`config.mk`:
```
export PLATFORM = sky130hd
export DESIGN_NAME = uart_tx_mmio_flat
export DESIGN_NICKNAME = d
export VERILOG_FILES = /design/src/rtl/soc_mmio_pkg.sv /design/src/rtl/uart_tx_mmio_if.sv /design/src/rtl/uart_tx_fifo.sv /design/src/rtl/uart_tx_mmio.sv /design/src/flat_wrapper.sv
export SDC_FILE = /design/constraint.sdc
export NUM_CORES = 1
export LEC_CHECK = 0
export CAP_MARGIN = 20
export CORE_MARGIN = 3
export CORE_UTILIZATION = 60
export DETAILED_ROUTE_END_ITERATION = 10
export HOLD_SLACK_MARGIN = 0.15
export PLACE_DENSITY = 0.85
export SLEW_MARGIN = 30
export SYNTH_ARGS = -nofsm -noshare
export SYNTH_HDL_FRONTEND = slang
export SYNTH_HIERARCHICAL = 1
export SYNTH_SLANG_ARGS = --single-unit
```
`constraint.sdc`:
```
create_clock -name clk -period 5.8 [get_ports clk]
set_clock_uncertainty 0.2 [all_clocks]
set_input_delay 1.74 -clock clk [delete_from_list [all_inputs] [get_ports clk]]
set_output_delay 1.74 -clock clk [all_outputs]
set_load 0.05 [all_outputs]
```
`src/rtl/soc_mmio_pkg.sv`:
```
// Shared definitions for memory-mapped peripherals on CPU data-bus port B.
// Contents:
//   ADDR_DATA / ADDR_STATUS - UART TX register addresses (I/O space above 0xFFFF)
//   ST_*                    - bit positions inside the UART TX status word
//   tx_state_e              - UART transmitter FSM states
package soc_mmio_pkg;

   localparam logic [31:0] ADDR_DATA   = 32'd65544;
   localparam logic [31:0] ADDR_STATUS = 32'd65548;

   // Status word layout; bits [31:9] read as zero.
   localparam int ST_EMPTY     = 0;
   localparam int ST_FULL      = 1;
   localparam int ST_OVERFLOW  = 2;
   localparam int ST_ACTIVE    = 3;
   localparam int ST_COUNT_LSB = 4;
   localparam int ST_COUNT_W   = 5;

   typedef enum logic [1:0] {
      TX_IDLE  = 2'd0,
      TX_START = 2'd1,
      TX_DATA  = 2'd2,
      TX_STOP  = 2'd3
   } tx_state_e;

endpackage

```
`src/rtl/uart_tx_mmio_if.sv`:
```
// Data-bus port B signal bundle between the CPU and a memory-mapped slave.
// Signals:
//   addr_b     - bus address (master -> slave)
//   data_b_in  - write data (master -> slave)
//   data_b_we  - write enable (master -> slave)
//   data_b     - registered read data (slave -> master)
//   strobe_b   - registered read strobe (slave -> master)
interface uart_tx_mmio_if;

   logic [31:0] addr_b;
   logic [31:0] data_b_in;
   logic        data_b_we;
   logic [31:0] data_b;
   logic        strobe_b;

   modport master (
      output addr_b, data_b_in, data_b_we,
      input  data_b, strobe_b
   );

   modport slave (
      input  addr_b, data_b_in, data_b_we,
      output data_b, strobe_b
   );

endinterface

```
`src/rtl/uart_tx_fifo.sv`:
```
// Byte FIFO feeding the UART transmitter.
// Ports:
//   clk, rst   - clock and asynchronous active-low reset
//   push, din  - write request and byte; accepted when not full, or when full
//                together with a pop in the same cycle
//   pop, dout  - read request and head byte (dout shows the head combinationally)
//   empty, full, count - occupancy; count is one bit wider than the pointers
module uart_tx_fifo #(
   parameter int DEPTH = 16
) (
   input  logic                     clk,
   input  logic                     rst,
   input  logic                     push,
   input  logic                     pop,
   input  logic [7:0]               din,
   output logic [7:0]               dout,
   output logic                     empty,
   output logic                     full,
   output logic [$clog2(DEPTH):0]   count
);

   localparam int              AW         = $clog2(DEPTH);
   localparam logic [AW:0]     FULL_COUNT = (AW + 1)'(DEPTH);

   logic [7:0]    mem [DEPTH];
   logic [AW-1:0] wr_ptr_reg, rd_ptr_reg;
   logic [AW:0]   count_reg, count_next;
   logic          do_push, do_pop;

   assign empty   = (count_reg == '0);
   assign full    = (count_reg == FULL_COUNT);
   assign count   = count_reg;
   assign dout    = mem[rd_ptr_reg];

   assign do_pop  = pop & ~empty;
   // A pop frees the slot this cycle, so a push into a full FIFO still lands.
   assign do_push = push & (~full | do_pop);

   always_comb begin
      count_next = count_reg;
      case ({do_push, do_pop})
         2'b10:   count_next = count_reg + (AW + 1)'(1);
         2'b01:   count_next = count_reg - (AW + 1)'(1);
         default: count_next = count_reg;
      endcase
   end

   always_ff @(posedge clk or negedge rst) begin
      if (!rst) begin
         wr_ptr_reg <= '0;
         rd_ptr_reg <= '0;
         count_reg  <= '0;
      end else begin
         if (do_push) wr_ptr_reg <= wr_ptr_reg + AW'(1);
         if (do_pop)  rd_ptr_reg <= rd_ptr_reg + AW'(1);
         count_reg <= count_next;
      end
   end

   // Storage is not reset; pointers and count define what is valid.
   always_ff @(posedge clk) begin
      if (do_push) mem[wr_ptr_reg] <= din;
   end

endmodule

```
`src/rtl/uart_tx_mmio.sv`:
```
// Memory-mapped 8N1 serial transmitter on CPU data-bus port B.
// Ports:
//   clk, rst - clock and asynchronous active-low reset
//   bus      - port B slave: writes to ADDR_DATA queue a byte, writes to
//              ADDR_STATUS clear overflow, reads of ADDR_STATUS return the
//              status word on data_b one cycle later with strobe_b
//   tx       - registered serial output, idles high
//   busy     - FIFO non-empty or a frame in progress
module uart_tx_mmio
   import soc_mmio_pkg::*;
#(
   parameter int CLK_DIV    = 434,
   parameter int FIFO_DEPTH = 16
) (
   input  logic           clk,
   input  logic           rst,
   uart_tx_mmio_if.slave  bus,
   output logic           tx,
   output logic           busy
);

   localparam int            BW        = $clog2(CLK_DIV);
   localparam int            CW        = $clog2(FIFO_DEPTH) + 1;
   localparam logic [BW-1:0] BAUD_LAST = BW'(CLK_DIV - 1);

   tx_state_e     state_reg, state_next;
   logic [BW-1:0] baud_reg, baud_next;
   logic [2:0]    bit_reg, bit_next;
   logic [7:0]    shift_reg, shift_next;
   logic          tx_reg, tx_next;
   logic          overflow_reg, overflow_next;
   logic [31:0]   data_b_reg;
   logic          strobe_b_reg;

   logic          baud_done;
   logic          pop;
   logic          wr_data, wr_status, sel_status;
   logic [7:0]    fifo_dout;
   logic          fifo_empty, fifo_full;
   logic [CW-1:0] fifo_count;
   logic [31:0]   status_word;
   logic          unused_bits;

   assign unused_bits = ^bus.data_b_in[31:8];

   assign sel_status = (bus.addr_b == ADDR_STATUS);
   assign wr_data    = bus.data_b_we & (bus.addr_b == ADDR_DATA);
   assign wr_status  = bus.data_b_we & sel_status;

   uart_tx_fifo #(.DEPTH(FIFO_DEPTH)) u_fifo (
      .clk   (clk),
      .rst   (rst),
      .push  (wr_data),
      .pop   (pop),
      .din   (bus.data_b_in[7:0]),
      .dout  (fifo_dout),
      .empty (fifo_empty),
      .full  (fifo_full),
      .count (fifo_count)
   );

   // A drop happens only when full and nothing leaves this cycle; set beats clear.
   always_comb begin
      overflow_next = overflow_reg;
      if (wr_data && fifo_full && !pop) overflow_next = 1'b1;
      else if (wr_status)               overflow_next = 1'b0;
   end

   always_comb begin
      status_word                                 = '0;
      status_word[ST_EMPTY]                       = fifo_empty;
      status_word[ST_FULL]                        = fifo_full;
      status_word[ST_OVERFLOW]                    = overflow_reg;
      status_word[ST_ACTIVE]                      = (state_reg != TX_IDLE);
      status_word[ST_COUNT_LSB +: ST_COUNT_W]     = ST_COUNT_W'(fifo_count);
   end

   assign baud_done = (baud_reg == BAUD_LAST);

   // Next-state logic. STOP pops straight into START so frames are contiguous.
   always_comb begin
      state_next = state_reg;
      baud_next  = baud_reg;
      bit_next   = bit_reg;
      shift_next = shift_reg;
      pop        = 1'b0;
      case (state_reg)
         TX_IDLE: begin
            if (!fifo_empty) begin
               pop        = 1'b1;
               shift_next = fifo_dout;
               baud_next  = '0;
               bit_next   = '0;
               state_next = TX_START;
            end
         end
         TX_START: begin
            if (baud_done) begin
               baud_next  = '0;
               state_next = TX_DATA;
            end else begin
               baud_next  = baud_reg + BW'(1);
            end
         end
         TX_DATA: begin
            if (baud_done) begin
               baud_next  = '0;
               shift_next = {1'b0, shift_reg[7:1]};
               if (bit_reg == 3'd7) state_next = TX_STOP;
               else                 bit_next   = bit_reg + 3'd1;
            end else begin
               baud_next  = baud_reg + BW'(1);
            end
         end
         TX_STOP: begin
            if (baud_done) begin
               baud_next = '0;
               bit_next  = '0;
               if (!fifo_empty) begin
                  pop        = 1'b1;
                  shift_next = fifo_dout;
                  state_next = TX_START;
               end else begin
                  state_next = TX_IDLE;
               end
            end else begin
               baud_next = baud_reg + BW'(1);
            end
         end
         default: state_next = TX_IDLE;
      endcase
   end

   // Line level is decoded from the upcoming state so the registered tx
   // changes on the same edge as the state, with no combinational path out.
   always_comb begin
      tx_next = 1'b1;
      case (state_next)
         TX_START: tx_next = 1'b0;
         TX_DATA:  tx_next = shift_next[0];
         default:  tx_next = 1'b1;
      endcase
   end

   always_ff @(posedge clk or negedge rst) begin
      if (!rst) begin
         state_reg    <= TX_IDLE;
         baud_reg     <= '0;
         bit_reg      <= '0;
         shift_reg    <= '0;
         tx_reg       <= 1'b1;
         overflow_reg <= 1'b0;
         data_b_reg   <= '0;
         strobe_b_reg <= 1'b0;
      end else begin
         state_reg    <= state_next;
         baud_reg     <= baud_next;
         bit_reg      <= bit_next;
         shift_reg    <= shift_next;
         tx_reg       <= tx_next;
         overflow_reg <= overflow_next;
         data_b_reg   <= sel_status ? status_word : 32'd0;
         strobe_b_reg <= sel_status;
      end
   end

   assign tx           = tx_reg;
   assign busy         = (state_reg != TX_IDLE) | ~fifo_empty;
   assign bus.data_b   = data_b_reg;
   assign bus.strobe_b = strobe_b_reg;

endmodule

```
`src/flat_wrapper.sv`:
```
// flat-port wrapper written by rule: the top's interface ports become plain ports
module uart_tx_mmio_flat import soc_mmio_pkg::*;
#(
   parameter int CLK_DIV    = 434,
   parameter int FIFO_DEPTH = 16
)
  (clk, rst, tx, busy, bus_addr_b, bus_data_b_in, bus_data_b_we, bus_data_b, bus_strobe_b);
  uart_tx_mmio_if bus_i ();
  input  logic clk;
  input  logic rst;
  output logic tx;
  output logic busy;
  input wire logic [$bits(bus_i.addr_b)-1:0] bus_addr_b;
  input wire logic [$bits(bus_i.data_b_in)-1:0] bus_data_b_in;
  input wire logic [$bits(bus_i.data_b_we)-1:0] bus_data_b_we;
  output wire logic [$bits(bus_i.data_b)-1:0] bus_data_b;
  output wire logic [$bits(bus_i.strobe_b)-1:0] bus_strobe_b;
  assign bus_i.addr_b = bus_addr_b;
  assign bus_i.data_b_in = bus_data_b_in;
  assign bus_i.data_b_we = bus_data_b_we;
  assign bus_data_b = bus_i.data_b;
  assign bus_strobe_b = bus_i.strobe_b;
  uart_tx_mmio #(.CLK_DIV(CLK_DIV), .FIFO_DEPTH(FIFO_DEPTH)) u_core (.clk(clk), .rst(rst), .bus(bus_i), .tx(tx), .busy(busy));
endmodule
```
==> qor.yml <==
timing_worst_slew_pin_value_ps: 811
final_layout_size_suffix_gt1_share_pct: 12.0
status: "completed"
floorplan.initialDensity_pct: 62.4
cp_data_required_time_ps: 3860
nets: 664
timing.critical_path.slowest_stage_cell: "clkdlybuf4s50_1"
viasPerCell: 6.18
fp.dieH_um: 122
antenna_left: 0
cts_tree: "done"
rsz_0062_raised_after_global_routing: "false"
wl_per_cell_um: 22.6
layout_common_cells: "edfxtp_1 (128), clkdlybuf4s50_1 (53), dfrtp_1 (46)"
arrival_ps: 3020
worstPathMaxFanout: 8
type_of_the_worst_setup_path: "reg2out"
power.total_mw: 2.59
layout.cells.most_common: "edfxtp_1"
antenna_cells_inserted: 0
number_of_gates_resized_after_cts: 0
syn-mean-instance-area_um2: 15.5
drv.max_cap_violation_count: 0
cts.path.max_buffers: 2
fin_crit_sh_pct: 85.5
power_density_nw_per_um2: 279
synth.yosys.seq_area_share_pct: 62.5
ctsHoldBuffers: 0
synth-edff-count: 128
clk_pin_slew_ps: 80
reg2reg_slack_ps: 1510
die_width_um: 122
relSlewSlack_pct: 45.7
first_global_vias: 4669
rr_startpoint: "u_core/baud_reg[2]"
crit_path_cell_trace: "or4_1 > nor2_2 > and2_1 > inv_1 > clkdlybuf4s50_1"
clock-sinks: 175
grt_pass1_wl_um: 26400
synth-main-ff-cell: "edfxtp_1"
numPortBuffers: 54
setup.worst_path.end: "busy"
critPathTopFamily: "simple AND/OR/NAND/NOR gates"
coreArea_um2: 12900
achievable-frequency_mhz: 202
hold_class: "reg2reg"
worst_setup_path_start_kind: "flip-flop"
tritoncts.num_buffers: 17
finalWirelength_um: 17200
detail_route.drc_violations: 0
synth_area_um2: 8030
timing.critical_path.from: "u_core/u_fifo/count[1]"
clk_root_buffer_cell: "clkbuf_16"
rr_endpoint: "u_core/u_fifo/mem[11][6]"
placement_rows: 41
dpl-instance-area_um2: 8660
via_count: 4712
critical-path-max-stage-delay_ps: 730
synth.yosys.warnings: 6
synthToLayoutAreaGrowth_pct: 15.5
cp-end-kind: "output port"
worst-path-buf-inv: 2
largest_register_ffs: 128
reg2regPathDepth: 8
largest_net_degree_at_the_start_of_global_routing: 48
grt_antenna_before_repair: 1
hold_viol_final: 0
die_area_um2: 14800
timing.setup.tns_ps: 0
global_route.usage.total_pct: 24.5
clk_latency_ps: 440
setup_viol_count_final: 0
first_pass_iteration_count_of_the_detailed_router: 5
synth-seq-cells: 175
final_design_area_no_fill_um2: 9270
setup_repair_bufs_after_cts: 0
yosys.cell_types.count: 64
drc_marker_count_from_the_first_detailed_route_iteration: 512
detailed_place_hpwl_um: 10800
cts-htree-levels: 4
i_o_pin_count: 102
synth_async_sr_flop_share_pct: 26.9
peakVddDrop_uv: 348
cp_num_cells: 5
gp_congestion: 0.850
leakage_nw: 3.44
grt.overflow.total: 0
post_synth_inst_count: 517
count_of_pins_over_their_slew_limit: 0
layout_min_cycle_time_ps: 4960
## metal layers
metal	global-route usage, %	vias to the layer above	share of wire [%]
li1	-	2102	-
met1	32.8	2353	39
met2	40.7	228	52
met3	5.66	29	6.8
met4	7.63	0	1.5
met5	0	-	0
## report_power, final
part	switching, mW	internal (mW)	total, mW	leakage, nW
sequential	0.00000000103	1.34	1.34	1.75
combinational	0.0567	0.0253	0.0820	1.39
clock	0.537	0.622	1.16	0.298
## worst register-to-register path, stage by stage, from the launching register on
cell and delay [ps]:
dfrtp_1 470, nor4b_2 570, a31oi_1 360, or3_1 470, inv_1 410, inv_1 240
nand3_1 240, nand3_1 270, nor2_1 700
## final cells by class
| cell class | count | area [µm²] |
|---|---|---|
| clock inverters | 15 | 188 |
| well taps | 172 | 215 |
| repair buffers | 67 | 636 |
| multi-input cells | 303 | 2730 |
| inverters | 14 | 52.6 |
| fillers | 767 | 3600 |
| flip-flops and latches | 175 | 5020 |
| clock buffers | 17 | 425 |
## metrics by stage
stage | std cells | worst slack (ps) | hold WS, ps | util (%)
after floorplan | 539 | 1130 | 262 | -
after CTS | 763 | 882 | 323 | 72.0
after global placement | 731 | 933 | 297 | 67.2
final | 763 | 840 | 325 | 72.0
after detailed placement | 731 | 781 | 307 | 67.2
after global routing | 763 | 736 | 327 | 72.0
## worst min-delay path by stage
stage,to,depth (start not counted),startpoint,slack [ps]
after floorplan,u_core/baud_reg[8],1,u_core/baud_reg[8],260
after detailed placement,u_core/baud_reg[8],1,u_core/baud_reg[8],310
after CTS,u_core/baud_reg[8],1,u_core/baud_reg[8],320
after global placement,u_core/baud_reg[8],1,u_core/baud_reg[8],300
final,u_core/bit_reg[1],2,u_core/bit_reg[1],330
after global routing,u_core/baud_reg[8],1,u_core/baud_reg[8],330
## cell usage after synthesis (2+ instances only)
master      n  area, µm²
a21boi_0    2       15.0
a21o_1      4       30.0
a21oi_1    10       50.1
a221o_1     2       20.0
a22o_1      7       61.3
a31oi_1     4       25.0
and2_1      2       12.5
and3_1     14       87.6
buf_1       3       11.3
buf_2       3       15.0
buf_4      23        173
buf_6       3       33.8
clkbuf_1   14       52.6
dfrtp_1    46       1150
edfxtp_1  128       3840
ha_1       18        225
inv_1      14       52.6
mux2_2      4       45.0
mux2i_1     8       80.1
mux4_1     32        841
mux4_2      8        180
nand2_1    36        135
nand2b_1    7       43.8
nand3_1    13       65.1
nand4_1     3       18.8
nor2_1     23       86.3
nor2_2      2       12.5
nor2b_1     2       12.5
nor3_1      7       35.0
nor4_1      7       43.8
o21ai_0    17       85.1
o21ai_1     3       15.0
o221ai_1    5       43.8
o22ai_1     2       12.5
o31ai_1     5       37.5
xnor2_1     7       61.3
xor2_1      2       17.5
## cell families after synthesis
group	count (synthesis)	share of synthesized area, %
AND/OR/NAND/NOR	124	7.85
XOR/XNOR	9	0.982
AO/OA/AOI/OAI	74	6.48
buffers and inverters	61	4.46
other	1	0.0467
adder cells (fa/ha/maj)	19	3.05
flip-flops	175	62.5
multiplexers	54	14.6
No activity file was read; power rests on OpenSTA's default activity.
